`config.mk`:
```
export PLATFORM = sky130hd
export DESIGN_NAME = mem_data_access
export DESIGN_NICKNAME = d
export VERILOG_FILES = /design/src/rtl/mem_data_access.sv
export SDC_FILE = /design/constraint.sdc
export NUM_CORES = 1
export LEC_CHECK = 0
export ABC_AREA = 1
export BUFFER_PORTS_ARGS = -buffer_cell sky130_fd_sc_hd__buf_2
export CORE_MARGIN = 1
export CORE_UTILIZATION = 45
export CTS_BUF_LIST = sky130_fd_sc_hd__clkbuf_16
export CTS_CLUSTER_SIZE = 8
export DETAILED_ROUTE_END_ITERATION = 8
export PLACE_DENSITY = 0.75
export SETUP_SLACK_MARGIN = 0.4
export SYNTH_ARGS = -nofsm -noshare
export SYNTH_HDL_FRONTEND = slang
export SYNTH_SLANG_ARGS = --single-unit
```
`constraint.sdc`:
```
create_clock -name clk -period 4.87 [get_ports clk]
set_clock_uncertainty 0.15 [all_clocks]
set_input_delay 0.2435 -clock clk [delete_from_list [all_inputs] [get_ports clk]]
set_output_delay 0.2435 -clock clk [all_outputs]
set_load 0.005 [all_outputs]
```
`src/rtl/mem_data_access.sv`:
```
// mem_data_access: MEM-stage load/store engine for an SRAM-like data bus
// with an addr_ok/data_ok handshake. It stalls the pipeline while a
// transaction is outstanding and drains responses abandoned by a flush.
// It also aligns and extends load data for the MEM/WB register.
// Build option: define MEM_UNALIGNED_EXC_EN to report misaligned half/word
// accesses on addr_exc (AdEL/AdES) instead of forcing them aligned.
module mem_data_access #(
    parameter int ADDR_W = 32,
    parameter int DATA_W = 32
) (
    input  logic              clk,
    input  logic              rst,
    input  logic              mem_valid,
    input  logic              mem_flush,
    input  logic              mem_advance,
    input  logic [ADDR_W-1:0] mem_aluout,
    input  logic [DATA_W-1:0] mem_outb,
    input  logic [2:0]        mem_load_type,
    input  logic [1:0]        mem_store_type,
    output logic              data_req,
    output logic              data_wr,
    output logic [ADDR_W-1:0] data_addr,
    output logic [3:0]        data_be,
    output logic [DATA_W-1:0] data_wdata,
    input  logic              data_addr_ok,
    input  logic              data_data_ok,
    input  logic [DATA_W-1:0] data_rdata,
    output logic [DATA_W-1:0] load_result,
    output logic              mem_stall,
    output logic [1:0]        addr_exc
);

    typedef enum logic [2:0] {S_IDLE, S_REQ, S_WAIT, S_DONE, S_DRAIN} state_t;

    state_t            r_state, w_next;
    logic              w_is_store, w_access, w_exc, w_go;
    logic              w_req, w_capture, w_in_idle;
    logic [1:0]        w_size, w_off;
    logic [3:0]        w_be;
    logic [DATA_W-1:0] w_wdata;
    logic [ADDR_W-1:0] w_addr;

    logic [ADDR_W-1:0] r_addr;
    logic [3:0]        r_be;
    logic              r_wr;
    logic [DATA_W-1:0] r_wdata;
    logic [1:0]        r_off, r_size;
    logic              r_sext;
    logic [DATA_W-1:0] r_load_result;

    logic [1:0]        w_cur_off, w_cur_size;
    logic              w_cur_sext, w_cur_wr;

    // A store encoding takes priority over a simultaneous load encoding
    assign w_is_store = |mem_store_type;
    assign w_size     = w_is_store ? mem_store_type : mem_load_type[1:0];
    assign w_access   = mem_valid & (|w_size) & ~mem_flush;
    assign w_addr     = {mem_aluout[ADDR_W-1:2], 2'b00};

`ifdef MEM_UNALIGNED_EXC_EN
    logic w_misalign;
    assign w_misalign = ((w_size == 2'b10) & mem_aluout[0]) |
                        ((w_size == 2'b11) & (|mem_aluout[1:0]));
    assign w_exc      = w_access & w_misalign;
    assign w_off      = mem_aluout[1:0];
    assign addr_exc   = (rst & w_exc) ? (w_is_store ? 2'b10 : 2'b01) : 2'b00;
`else
    // Misaligned half/word accesses silently drop the offending offset bits
    assign w_exc    = 1'b0;
    assign w_off    = (w_size == 2'b11) ? 2'b00 :
                      (w_size == 2'b10) ? {mem_aluout[1], 1'b0} : mem_aluout[1:0];
    assign addr_exc = 2'b00;
`endif

    assign w_go      = w_access & ~w_exc;
    assign w_in_idle = (r_state == S_IDLE);

    // In IDLE the request is built straight from the pipeline inputs; afterwards from the latched copy
    assign w_cur_off  = w_in_idle ? w_off             : r_off;
    assign w_cur_size = w_in_idle ? w_size            : r_size;
    assign w_cur_sext = w_in_idle ? mem_load_type[2]  : r_sext;
    assign w_cur_wr   = w_in_idle ? w_is_store        : r_wr;

    // Select the addressed lane and zero/sign-extend it
    function automatic logic [DATA_W-1:0] extend_load(input logic [DATA_W-1:0] rd,
                                                      input logic [1:0]        off,
                                                      input logic [1:0]        size,
                                                      input logic              sext);
        logic [DATA_W-1:0] sh;
        sh = rd >> {off, 3'b000};
        case (size)
            2'b01:   extend_load = {{24{sext & sh[7]}}, sh[7:0]};
            2'b10:   extend_load = {{16{sext & sh[15]}}, sh[15:0]};
            default: extend_load = sh;
        endcase
    endfunction

    // Byte enables and lane-replicated store data for the access presented now
    always_comb begin
        // NOTE: every always_comb output is given a default first so no path can infer a latch.
        w_be    = 4'b0000;
        w_wdata = '0;
        case (w_size)
            2'b01: begin
                w_be    = 4'b0001 << w_off;
                w_wdata = {4{mem_outb[7:0]}};
            end
            2'b10: begin
                w_be    = w_off[1] ? 4'b1100 : 4'b0011;
                w_wdata = {2{mem_outb[15:0]}};
            end
            2'b11: begin
                w_be    = 4'b1111;
                w_wdata = mem_outb;
            end
            default: ;
        endcase
    end

    // Next-state, bus request and read-data capture decisions
    always_comb begin
        w_next    = r_state;
        w_req     = 1'b0;
        w_capture = 1'b0;
        case (r_state)
            S_IDLE: begin
                if (w_go) begin
                    w_req = 1'b1;
                    if (data_addr_ok && data_data_ok) begin
                        w_next    = S_DONE;
                        w_capture = 1'b1;
                    end else if (data_addr_ok) begin
                        w_next = S_WAIT;
                    end else begin
                        w_next = S_REQ;
                    end
                end
            end
            S_REQ: begin
                w_req = 1'b1;
                if (data_addr_ok) begin
                    if (data_data_ok) begin
                        w_next    = mem_flush ? S_IDLE : S_DONE;
                        w_capture = ~mem_flush;
                    end else begin
                        w_next = mem_flush ? S_DRAIN : S_WAIT;
                    end
                end else if (mem_flush) begin
                    w_next = S_IDLE;
                end
            end
            S_WAIT: begin
                if (data_data_ok) begin
                    w_next    = mem_flush ? S_IDLE : S_DONE;
                    w_capture = ~mem_flush;
                end else if (mem_flush) begin
                    w_next = S_DRAIN;
                end
            end
            S_DONE: begin
                if (mem_advance || mem_flush) w_next = S_IDLE;
            end
            S_DRAIN: begin
                if (data_data_ok) w_next = S_IDLE;
            end
            default: w_next = S_IDLE;
        endcase
    end

    // Bus outputs are forced to zero whenever no request is on the bus (including reset)
    assign data_req    = rst & w_req;
    assign data_wr     = data_req & w_cur_wr;
    assign data_addr   = data_req ? (w_in_idle ? w_addr  : r_addr)  : '0;
    assign data_be     = data_req ? (w_in_idle ? w_be    : r_be)    : 4'b0000;
    assign data_wdata  = data_req ? (w_in_idle ? w_wdata : r_wdata) : '0;
    assign mem_stall   = rst & ((w_go & (r_state != S_DONE)) | (r_state == S_DRAIN));
    assign load_result = r_load_result;

    // State register
    always_ff @(posedge clk or negedge rst) begin
        // NOTE: sequential state uses non-blocking assignments so all flops update from pre-edge values.
        if (!rst) r_state <= S_IDLE;
        else      r_state <= w_next;
    end

    // Latch the request fields as the access leaves IDLE so they hold until accepted
    always_ff @(posedge clk or negedge rst) begin
        if (!rst) begin
            r_addr  <= '0;
            r_be    <= 4'b0000;
            r_wr    <= 1'b0;
            r_wdata <= '0;
            r_off   <= 2'b00;
            r_size  <= 2'b00;
            r_sext  <= 1'b0;
        end else if (w_in_idle && w_go) begin
            r_addr  <= w_addr;
            r_be    <= w_be;
            r_wr    <= w_is_store;
            r_wdata <= w_wdata;
            r_off   <= w_off;
            r_size  <= w_size;
            r_sext  <= mem_load_type[2];
        end
    end

    // Capture and extend load data on the completing data_ok
    always_ff @(posedge clk or negedge rst) begin
        if (!rst) begin
            r_load_result <= '0;
        end else if (w_capture && !w_cur_wr) begin
            r_load_result <= extend_load(data_rdata, w_cur_off, w_cur_size, w_cur_sext);
        end
    end

endmodule

```
### Word level (Yosys, flattened, before mapping)

Cells that the tools add are included.

| storage, ports and cells | value |
|---|---|
| input port bits | 108 |
| flip-flop bits (word level) | 107 |
| output and inout port bits | 105 |
| logic and storage cells | 82 |

| operators by class | value |
|---|---|
| shift-type cells | 2 |
| bitwise gates (word level) | 10 |
| mux-type cells | 37 |
| reduce and logical (&&, ||, !) cells | 9 |
| equal/unequal tests | 15 |

Operators by type and width:

| kind | count |
|---|---|
| two-way mux 32 bit | 4 |
| one-hot mux 32 bit (3 select lines) | 1 |
| one-hot mux 32 bit (2 select lines) | 1 |
| right shift 32 x 5 -> 32 bit | 1 |
| two-way mux 3 bit | 9 |
| one-hot mux 3 bit (5 select lines) | 1 |
| two-way mux 2 bit | 7 |
| two-way mux 4 bit | 3 |
| one-hot mux 4 bit (3 select lines) | 1 |
| AND 1 bit | 8 |
| two-way mux 1 bit | 8 |
| equality test 2 bit, second input constant | 3 |
| equality test 3 x 2 -> 1 bit, second input constant | 2 |
| != test 2 bit, second input constant | 3 |
| != test 3 bit, second input constant | 2 |
| AND reduction 5 bit | 1 |
| equality test 2 x 1 -> 1 bit, second input constant | 2 |
| OR reduction 2 bit | 2 |
| << shifter 1 x 2 -> 4 bit, first input constant | 1 |
| equality test 3 x 1 -> 1 bit, second input constant | 1 |
| equality test 3 bit, second input constant | 1 |
| logical AND 1 bit | 3 |
| logical NOT 3 bit | 1 |
| != test 3 x 2 -> 1 bit, second input constant | 1 |
| 6 further kinds | 6 |

### Logic depth before layout (Yosys ltp)

| depth | value |
|---|---|
| depth after elaboration | 9 |
| gate-level depth with buffers | 16 |
| mapped depth without buffers | 14 |

### Worst setup path after synthesis

OpenSTA, ideal clock, no wires.

| timing path | value |
|---|---|
| path type | reg2reg |
| start | register r_state[1] |
| end | register r_load_result[24] (netlist: load_result[24]) |
| required time | 4,658 ps |
| clock period less this slack | 2,534 ps |
| buffers on the path | 3 |
| library setup time | 62 ps |
| cell stages (with the launch flop) | 16 |
| arrival time | 2,322 ps |
| slack | 2,336 ps |
| path through | dfrtp_1 -> nor2_4 -> nand2_4 -> inv_4 -> buf_6 -> clkbuf_1 -> o21ai_0 -> ha_1 -> a21oi_2 -> o21ai_1 -> nor2_1 -> nand3_2 -> buf_6 -> nand3_1 -> nand2_1 -> inv_1 |

| between the ends | value |
|---|---|
| longest elaborated chain between the ends | 5 |
| elaborated cells between the ends (all ways) | 16 |
| those cells by class | eq/ne: 4; shift: 1; mux: 6; bitwise: 2; reduce/logical: 3 |

RTL lines:

| element | line | source |
|---|---|---|
| from (decl) | 35 | `state_t r_state, w_next;` |
| from (signal assigned) | 183 | `else r_state <= w_next;` |
| logical NOT 3 bit | 76, 125 |  |
| two-way mux 2 bit | 79 | `assign w_cur_off = w_in_idle ? w_off : r_off;` |
| right shift 32 x 5 -> 32 bit | 90 | `sh = rd >> {off, 3'b000};` |
| AND 1 bit (on tied branches) | 93, 92 |  |
| one-hot mux 32 bit (2 select lines) | 91 | `case (size)` |
| to (signal assigned) | 212 | `r_load_result <= extend_load(data_rdata, w_cur_off, w_cur_size, w_cur_sext);` |
| to (decl) | 49 | `logic [DATA_W-1:0] r_load_result;` |

Parallel ways exist; a longest one is shown, timed or not.
A chain may end at the register's enable or synchronous reset.

### Worst setup path in the final report

| timing path | value |
|---|---|
| start | register r_state[1] |
| end | output data_wdata[25] |

| between the ends | value |
|---|---|
| longest elaborated chain between the ends | 4 |
| elaborated cells between the ends (all ways) | 6 |
| those cells by class | eq/ne: 1; mux: 3; bitwise: 1; reduce/logical: 1 |

RTL lines:

| element | line | source |
|---|---|---|
| equality test 3 x 1 -> 1 bit or logical NOT 3 bit (tied branches) | 125, 76 |  |
| one-hot mux 1 bit (2 select lines) | 125 | `case (r_state)` |
| AND 1 bit | 171 | `assign data_req = rst & w_req;` |
| two-way mux 32 bit * | 175 | `assign data_wdata = data_req ? (w_in_idle ? w_wdata : r_wdata) : '0;` |
| to (decl) | 24 | `output logic [DATA_W-1:0] data_wdata,` |

Every way passes the cells marked *; elsewhere a longest branch is shown, timed or not.

==> results.json <==
{
  "cp_max_fo": 44,
  "regToRegStartpoint": "r_state[0]",
  "yosysTopAreaCell": "dfrtp_1",
  "maxCapViolations": 0,
  "dieArea_mm2": 0.0154,
  "antenna_cells": 0,
  "max-slew-margin-rel_pct": 25.2,
  "multiInputGateArea_mm2": 0.00334,
  "synth.top_cell.area_share_pct": 40.0,
  "synth_seq_area_share_pct": 40.0,
  "synth_cell_types": 36,
  "routed-via-count": 7166,
  "reg2reg_depth": 8,
  "cts_resized": 0,
  "post-place-ws_ns": 1.69,
  "cts_max_level": 3,
  "cellLeakagePower_nw": 4.55,
  "regArea_mm2": 0.00268,
  "grt.total_usage_pct": 25.7,
  "tightest_slew_ns": 1.12,
  "hold_path_depth": 3,
  "dr.pass1.iters": 5,
  "worst_ep_required_time_ns": 4.48,
  "p_per_area_mw_per_mm2": 587,
  "num-fill-cells": 1403,
  "syn_inst": 999,
  "die_x_um": 124,
  "drcViolationCount": 0,
  "min-delay-start": "mem_outb[1]",
  "cts_buffers": 9,
  "cts.sinks": 107,
  "hold_path_class": "input pin to flop",
  "fmax_mhz": 292,
  "drive_gt1_share_pct": 21.1,
  "core-area_mm2": 0.0145,
  "syn-cell-area_mm2": 0.00669,
  "avgSynthCellArea_um2": 6.70,
  "holdPathEnd": "r_wdata[1]",
  "cts.path.max_buffers": 2,
  "wl_mm": 19.6,
  "areaGrowthSynthToFinish_pct": 23.5,
  "fin_crit_ns": 3.43,
  "fin_area_mm2": 0.00827,
  "port_buffers": 208,
  "yosysWarnings": 0,
  "finalSetupViolCount": 0,
  "place_congestion": 0.914,
  "peakVddDrop_uv": 281,
  "slew_viol_final": 0,
  "synth_area_leaders": "dfrtp_1, nand2_1, nand3_1",
  "status": "finished, final reports clean",
  "fin_crit_sh_pct": 70.4,
  "wl_per_cell_um": 14.2,
  "grt_max_degree": 78,
  "ys_ff_latch": 107,
  "place_area_mm2": 0.00767,
  "startpoint_type": "flop",
  "initialDrtViolationCount": 576,
  "r2r-end": "r_wdata[18]",
  "tns_ns": 0,
  "r2r_slack_ns": 1.75,
  "finalHoldViolCount": 0,
  "clockRootBuffer": "clkbuf_16",
  "vias_per_cell": 5.18,
  "clk_pin_slew_ns": 0.08,
  "critical_path_class": "flop to output pin",
  "clock_latency_ns": 0.36,
  "drtAntennaViolNets": 0,
  "worst_setup_path_end_kind": "output pin",
  "cts_tree": "done",
  "num_rows": 44,
  "nets": 1304,
  "hpwl_mm": 13.0,
  "fin_total_pwr_mw": 4.86,
  "overflow": 0,
  "final_util_pct": 56.9,
  "worstPathArrival_ns": 3.03,
  "setup_ws_ns": 1.44,
  "io-pin-count": 213,
  "start_util_pct": 46.0,
  "grt_pass1_vias": 6544,
  "die-height_um": 124,
  "grt_pass1_wl_mm": 30.9,
  "rsz0062_at_grt": "no",
  "antenna_found_initial": 0
}
## repair_timing
item	CTS	global route
endpoints found under the hold margin	82	0
hold buffers	32	0
setup buffers	0	0
endpoints found under the setup margin	0	0
## report_power, final
| part | leakage, nW | internal (mW) | switching [mW] |
|---|---|---|---|
| combinational | 3.09 | 0.902 | 1.72 |
| sequential | 1.33 | 1.31 | 0.218 |
| clock | 0.135 | 0.351 | 0.361 |
| total | 4.55 | 2.56 | 2.30 |
## cells in the mapped netlist
cell and n:
buf_4 8, nand2_2 6, or2_1 5, inv_1 82, nor2_1 72, nand3b_1 8
a21oi_1 52, or2_2 2, nand2_4 2, nand3_1 80, buf_2 18, nor2_4 1
nor3_1 4, nand4_1 2, o22ai_1 1, clkbuf_1 26, buf_6 7, dfrtp_1 107
a211oi_1 10, inv_2 6, ha_1 2, inv_4 1, nand3_4 1, o21ai_0 54
a41oi_1 1, buf_1 5, or2_0 20, o21a_1 2, nand3_2 5, o2bb2ai_1 5
o211ai_1 9, clkinv_1 1, o21ai_1 2, conb_1 1, nand2_1 390, a21oi_2 1
## final cells by class
type | instances | share of cell area, %
timing repair buffer | 245 | 16.9
multi-input combinational | 741 | 40.4
tap | 184 | 2.78
inverter | 90 | 4.12
clock inverter | 7 | 0.636
sequential | 107 | 32.4
clock buffer | 9 | 2.72
## how the worst max path moves through the flow
| stage | startpoint | endpoint | slack (ns) | depth (start not counted) |
|---|---|---|---|---|
| global placement | r_state[1] | r_wdata[23] | 1.79 | 8 |
| detailed placement | r_state[1] | r_wdata[18] | 1.69 | 7 |
| floorplan | r_state[1] | load_result[24] | 2.34 | 15 |
| CTS | r_state[1] | data_wdata[25] | 1.44 | 11 |
| global route | r_state[1] | data_wdata[25] | 1.25 | 11 |
| finish | r_state[1] | data_wdata[25] | 1.44 | 11 |
## registers in the layout (all words and copies together) (netlist names)
name         flops
r_state          3
r_off            2
r_wr             1
r_size           2
r_sext           1
r_addr          30
load_result     32
r_wdata         32
r_be             4
## per-stage QoR
stage               hold slack [ns]  instances
floorplan                    -0.202       1002
global placement              0.199       1335
detailed placement            0.196       1335
CTS                          0.0421       1383
global route                 0.0779       1383
finish                       0.0638       1383
## kinds of logic after synthesis
kind of cell	share of synthesized area, %
other	0.0560
AO/OA/AOI/OAI	11.4
buffers and inverters	10.2
adder cells (fa/ha/maj)	0.374
flip-flops	40.0
AND/OR/NAND/NOR	37.9
## worst max-delay path, stage by stage (launching register included)
cell and delay [ns]:
dfrtp_1 0.44, nor2_4 0.17, nand2_4 0.27, inv_4 0.29
nand3_4 0.09, nand2_1 0.10, nand2_2 0.23, buf_4 0.39
inv_2 0.20, o21ai_0 0.11, a21oi_1 0.21, buf_2 0.15
## placed cells by master, fill, tap and decap left out, drive strengths merged, types with 2 or more instances in the layout
cell type    synthesis  routed
buf                 38     213
nand2              398     398
conb                 1       4
o211ai               9       9
nand3b               8       8
clkinv               1       3
dfrtp              107     107
or2                 27      27
a211oi              10      10
o2bb2ai              5       5
inv                 89      92
a21oi               53      53
clkinvlp             0       2
clkbuf              26       9
nor3                 4       4
nor2                73      73
o21a                 2       2
nand3               86      86
ha                   2       2
dlygate4sd3          0      32
nand4                2       2
o21ai               56      56
## per-layer routing
metal  up-vias  wire length [um]  track usage [%]
met5         -                 0                0
met4         0               453             10.8
met3        38              1440             4.30
met2       301              9190             41.5
met1      3312              8530             34.2
li1       3515                 -                -
(Power assumes the default switching activity.)
